File: src/rtl/div_pkg.sv
// rtl/div_pkg.sv - shared width, state encoding and two's complement helpers for nr_divider
`ifndef N_BIT
`define N_BIT 8
`endif

package div_pkg;

    localparam int N_BIT = `N_BIT;
    localparam int CNT_W = $clog2(N_BIT + 1);

    typedef enum logic [1:0] {IDLE, CALC, FIX} state_t;

    function automatic logic [N_BIT-1:0] neg_n(input logic [N_BIT-1:0] x);
        return (~x) + N_BIT'(1);
    endfunction

    // The most-negative value maps onto itself, which reads correctly as an unsigned magnitude.
    function automatic logic [N_BIT-1:0] abs_n(input logic [N_BIT-1:0] x);
        return x[N_BIT-1] ? neg_n(x) : x;
    endfunction

endpackage

File: src/rtl/div_control.sv
// rtl/div_control.sv - sequencing FSM and iteration counter for nr_divider
module div_control
    import div_pkg::*;
(
    input  logic Clock,
    input  logic Reset,
    input  logic Request,
    output logic load_s,
    output logic step_s,
    output logic fix_s,
    output logic Done
);

    state_t             state_q, state_d;
    logic [CNT_W-1:0]   cnt_q, cnt_d;

    always_ff @(posedge Clock) begin
        if (Reset) begin
            state_q <= IDLE;
            cnt_q   <= '0;
        end else begin
            state_q <= state_d;
            cnt_q   <= cnt_d;
        end
    end

    always_comb begin
        state_d = state_q;
        cnt_d   = cnt_q;
        load_s  = 1'b0;
        step_s  = 1'b0;
        fix_s   = 1'b0;
        Done    = 1'b0;
        case (state_q)
            IDLE: begin
                Done = 1'b1;
                if (Request) begin
                    load_s  = 1'b1;
                    cnt_d   = CNT_W'(N_BIT);
                    state_d = CALC;
                end
            end
            CALC: begin
                step_s = 1'b1;
                cnt_d  = cnt_q - CNT_W'(1);
                if (cnt_q == CNT_W'(1)) begin
                    state_d = FIX;
                end
            end
            FIX: begin
                fix_s   = 1'b1;
                state_d = IDLE;
            end
            default: state_d = IDLE;
        endcase
    end

endmodule

File: src/rtl/nr_divider.sv
// rtl/nr_divider.sv - sequential signed radix-2 non-restoring divider, one quotient bit per clock
module nr_divider
    import div_pkg::*;
(
    input  logic             Clock,
    input  logic             Reset,
    input  logic             Request,
    input  logic [N_BIT-1:0] Dividend,
    input  logic [N_BIT-1:0] Divisor,
    output logic             Done,
    output logic [N_BIT-1:0] Quotient,
    output logic [N_BIT-1:0] Remainder,
    output logic             DivZero,
    output logic             Overflow
);

    logic             load_s, step_s, fix_s;
    logic [N_BIT:0]   p_q, p_shift, p_step, p_fix, m_ext;
    logic [N_BIT-1:0] a_q, m_q;
    logic             sign_n_q, sign_d_q, dz_q, ov_q;

    div_control u_control (
        .Clock   (Clock),
        .Reset   (Reset),
        .Request (Request),
        .load_s  (load_s),
        .step_s  (step_s),
        .fix_s   (fix_s),
        .Done    (Done)
    );

    // P stays within [-M, M), so 2P+bit always fits in N_BIT+1 bits without losing P's top bit.
    always_comb begin
        m_ext   = {1'b0, m_q};
        p_shift = {p_q[N_BIT-1:0], a_q[N_BIT-1]};
        p_step  = p_q[N_BIT] ? (p_shift + m_ext) : (p_shift - m_ext);
        p_fix   = p_q[N_BIT] ? (p_q + m_ext) : p_q;
    end

    always_ff @(posedge Clock) begin
        if (Reset) begin
            p_q       <= '0;
            a_q       <= '0;
            m_q       <= '0;
            sign_n_q  <= 1'b0;
            sign_d_q  <= 1'b0;
            dz_q      <= 1'b0;
            ov_q      <= 1'b0;
            Quotient  <= '0;
            Remainder <= '0;
            DivZero   <= 1'b0;
            Overflow  <= 1'b0;
        end else if (load_s) begin
            p_q      <= '0;
            a_q      <= abs_n(Dividend);
            m_q      <= abs_n(Divisor);
            sign_n_q <= Dividend[N_BIT-1];
            sign_d_q <= Divisor[N_BIT-1];
            dz_q     <= (Divisor == '0);
            ov_q     <= (Dividend == {1'b1, {(N_BIT-1){1'b0}}}) && (Divisor == '1);
        end else if (step_s) begin
            p_q <= p_step;
            a_q <= {a_q[N_BIT-2:0], ~p_step[N_BIT]};
        end else if (fix_s) begin
            // With a zero divisor the remainder path already yields the dividend; only Q needs forcing.
            if (dz_q) begin
                Quotient <= '1;
            end else begin
                Quotient <= (sign_n_q ^ sign_d_q) ? neg_n(a_q) : a_q;
            end
            Remainder <= sign_n_q ? neg_n(p_fix[N_BIT-1:0]) : p_fix[N_BIT-1:0];
            DivZero   <= dz_q;
            Overflow  <= ov_q;
        end
    end

endmodule

File: config.mk
export PLATFORM = sky130hd
export DESIGN_NAME = nr_divider
export DESIGN_NICKNAME = d
export VERILOG_FILES = /design/src/rtl/div_pkg.sv /design/src/rtl/div_control.sv /design/src/rtl/nr_divider.sv
export SDC_FILE = /design/constraint.sdc
export NUM_CORES = 1
export LEC_CHECK = 0
export CAP_MARGIN = 20
export CORE_AREA = 2 2 110 112
export CTS_CLUSTER_DIAMETER = 120
export CTS_CLUSTER_SIZE = 24
export DETAILED_ROUTE_END_ITERATION = 12
export DIE_AREA = 0 0 112 114
export DONT_BUFFER_PORTS = 1
export GPL_ROUTABILITY_DRIVEN = 0
export PLACE_DENSITY_LB_ADDON = 0.25
export SETUP_SLACK_MARGIN = 0.3
export SLEW_MARGIN = 20
export SYNTH_ARGS = -nofsm -noshare
export SYNTH_HDL_FRONTEND = slang
export SYNTH_SLANG_ARGS = --single-unit
export TNS_END_PERCENT = 100
File: constraint.sdc
create_clock -name Clock -period 4.8 [get_ports Clock]
set_clock_uncertainty 0.2 [all_clocks]
set_input_delay 0.24 -clock Clock [delete_from_list [all_inputs] [get_ports Clock]]
set_output_delay 0.24 -clock Clock [all_outputs]
set_load 0.05 [all_outputs]
==> flow_summary.ini <==
[run_status]
status = finished, final reports clean

[clocking]
clk_path_buf_depth = 2
clkTransAtPathRegs_ns = 0.08
clock_sinks = 53
post-cts-setup-buffer-count = 0
cts_max_level = 2
clockRootBuffer = clkbuf_16
cts_made_buffers = 5
cts_tree = built
clkLatencyLatePin_ns = 0.30

[setup_path]
cp_max_fo = 7
cp_slowest_stage_delay_ns = 0.48
worstSetupPathType = reg -> reg
cp_slowest_cell = dfxtp_1
critPathBufInv = 1
cp.required_ns = 4.84
crit_chain = inv_1 > ha_1 > mux2_2 > fa_1 > a21o_1 > a21oi_1 > o21bai_1 > a2111o_1 > a21oi_1 > nand3b_1 > and3_1
startpoint_type = register
critPathTopFamily = compound AO/OA/AOI/OAI gates
arrival_ns = 3.20
cp_common_cell = a21oi_1
end_kind = register

[logic_synthesis]
yosysSeqAreaShare_pct = 31.12
synth_edf_count = 0
ys_seq_elements = 53
ys_warn_count = 0
async_flop_share_pct = 0
ys_types = 54
syn_nets = 476
synth_area_um2 = 3410
synthCells = 432
synth_ff_type = dfxtp_1
avgSynthCellArea_um2 = 7.892

[floorplanning]
rows = 40
die_w_um = 112
die_area_um2 = 12770
initial_utilization_pct = 29.11
die_h_um = 114
ioPinCount = 38
coreArea_um2 = 11710

[routing]
ant_nets = 0
route.detailed.drc = 0
drtIter0Drc = 145
vias = 3020
wl_um = 8744
wl_per_cell_um = 15.00
first_pass_iters = 6
avgViaCountPerCell = 5.180

[sta]
rsz0062_at_grt = no
slew_viol_final = 0
period_minus_slack_ns = 3.156
period_share_pct = 65.74
finalHoldViolCount = 0
max_freq_ghz = 0.3169
hold_ws_ns = 0.005582
worstMarginPinSlew_ns = 1.022
max_slew_margin_pct = 31.63
finalSetupViolations = 0
tns_ns = 0

[placed_design]
postPlaceCellArea_um2 = 3542
portBuffers = 0
hpwl_um = 6401

[layout]
fin_nets = 479
final_area_um2 = 3876
multi_input_area_um2 = 2211
diodes = 0
fill_cells = 1284
drive_above_1_share_pct = 4.817
area_growth_pct = 13.69
seqCellArea_um2 = 1061

[global_routing]
first_global_vias = 2833
track_usage_pct = 13.88
grt_overflow = 0
antenna_found_initial = 0
grt_pass1_wl_um = 14420
grt_max_degree = 42

[pwr]
power_density_nw_per_um2 = 333.8
ir_worst_vdd_mv = 0.1736
leakagePower_uw = 0.001478

[flow_run]
maxCapViolCount = 0

[hold_path]
hold_path.class = in -> reg
## where the power goes
group	internal (uW)	total (uW)	switching, uW
combinational	137	319	182
sequential	463	499	36.5
clock	301	476	175
## timing repair
action,in CTS,in global routing
endpoints found under the setup margin,0,0
hold buffers,13,0
resized for setup,0,0
endpoints found under the hold margin,42,0
## synth_stat cells (5+ instances only)
cell / count / area, um^2
a22oi_1: 5 / 37.54
clkbuf_1: 18 / 67.56
nand2b_1: 9 / 56.30
xnor2_1: 21 / 183.9
nand2_1: 45 / 168.9
ha_1: 23 / 287.8
nor2b_1: 5 / 31.28
xor2_1: 13 / 113.9
a211oi_1: 17 / 127.6
nor2_1: 64 / 240.2
a21oi_1: 36 / 180.2
inv_1: 14 / 52.55
dfxtp_1: 53 / 1061
nor3_1: 15 / 75.07
nand3_1: 6 / 30.03
o21ai_0: 9 / 45.04
mux2i_1: 7 / 70.07
a31oi_1: 5 / 31.28
## state kept, by name (all words and copies together) (netlist names)
signal and flops:
p_q 9, Overflow 1, DivZero 1, m_q 8
sign_d_q 1, Remainder 8, Quotient 8, sign_n_q 1
dz_q 1, a_q 8, ov_q 1, u_control.state_q 2
u_control.cnt_q 4
## final timing paths
check | from | end | slack, ns | depth (start not counted)
max | m_q[1]$_SDFFE_PP0P_ | p_q[8]$_SDFFE_PP0P_ | 1.64 | 11
min reg2reg | sign_d_q$_SDFFE_PP0P_ | sign_d_q$_SDFFE_PP0P_ | 0.28 | 2
min | Divisor[3] | m_q[3]$_SDFFE_PP0P_ | 0.006 | 2
max reg2reg | m_q[1]$_SDFFE_PP0P_ | p_q[8]$_SDFFE_PP0P_ | 1.64 | 11
## through the flow
step,utilization [%],total power [uW],cells,setup slack [ns]
final,33.10,1294,583,1.644
after global routing,33.10,1373,583,1.499
after CTS,33.10,1301,583,1.665
after detailed placement,30.25,808.5,562,1.676
after global placement,30.25,804.2,562,1.751
after floorplan,-,752.9,432,1.601
## layout by cell type, fill, tap and decap left out, types with 5 or more instances in the layout
cell type,count
a31oi_1,5
o21ai_0,9
mux2i_1,7
nand2b_1,9
dlygate4sd3_1,12
a22oi_1,5
nand3_1,6
ha_1,23
nor3_1,15
inv_1,14
nor2_1,64
xnor2_1,21
dfxtp_1,53
xor2_1,13
clkbuf_16,5
nand2_1,45
a211oi_1,17
a21oi_1,36
nor2b_1,5
## worst register-to-register path: stages, from the launching register on
cell,delay (ns)
dfxtp_1,0.48
inv_1,0.08
ha_1,0.28
mux2_2,0.29
fa_1,0.43
a21o_1,0.17
a21oi_1,0.23
o21bai_1,0.12
a2111o_1,0.43
a21oi_1,0.12
nand3b_1,0.13
and3_1,0.15
## logic make-up after synthesis
| group | Yosys count | synth area share [%] |
|---|---|---|
| AND/OR/NAND/NOR | 167 | 22.31 |
| buffers and inverters | 36 | 4.036 |
| AO/OA/AOI/OAI | 109 | 21.80 |
| flip-flops | 53 | 31.12 |
| adder cells (fa/ha/maj) | 25 | 9.615 |
| multiplexers | 8 | 2.385 |
| XOR/XNOR | 34 | 8.734 |
## final cells by class
type | instances | share of cell area (%)
tap | 147 | 4.745
clock buffer | 5 | 3.228
sequential | 53 | 27.37
timing repair buffer | 17 | 4.390
multi-input combinational | 343 | 57.04
inverter | 15 | 1.453
clock inverter | 3 | 1.775
## metal layers
| metal | global-route usage (%) | up-vias | routed length (um) |
|---|---|---|---|
| met2 | 21.37 | 68 | 3755 |
| met3 | 2.232 | 12 | 388 |
| met5 | 0 | - | 0 |
| met1 | 19.78 | 1398 | 4400 |
| met4 | 4.797 | 0 | 199 |
| li1 | - | 1542 | - |
No activity file was read; power rests on OpenSTA's default activity.
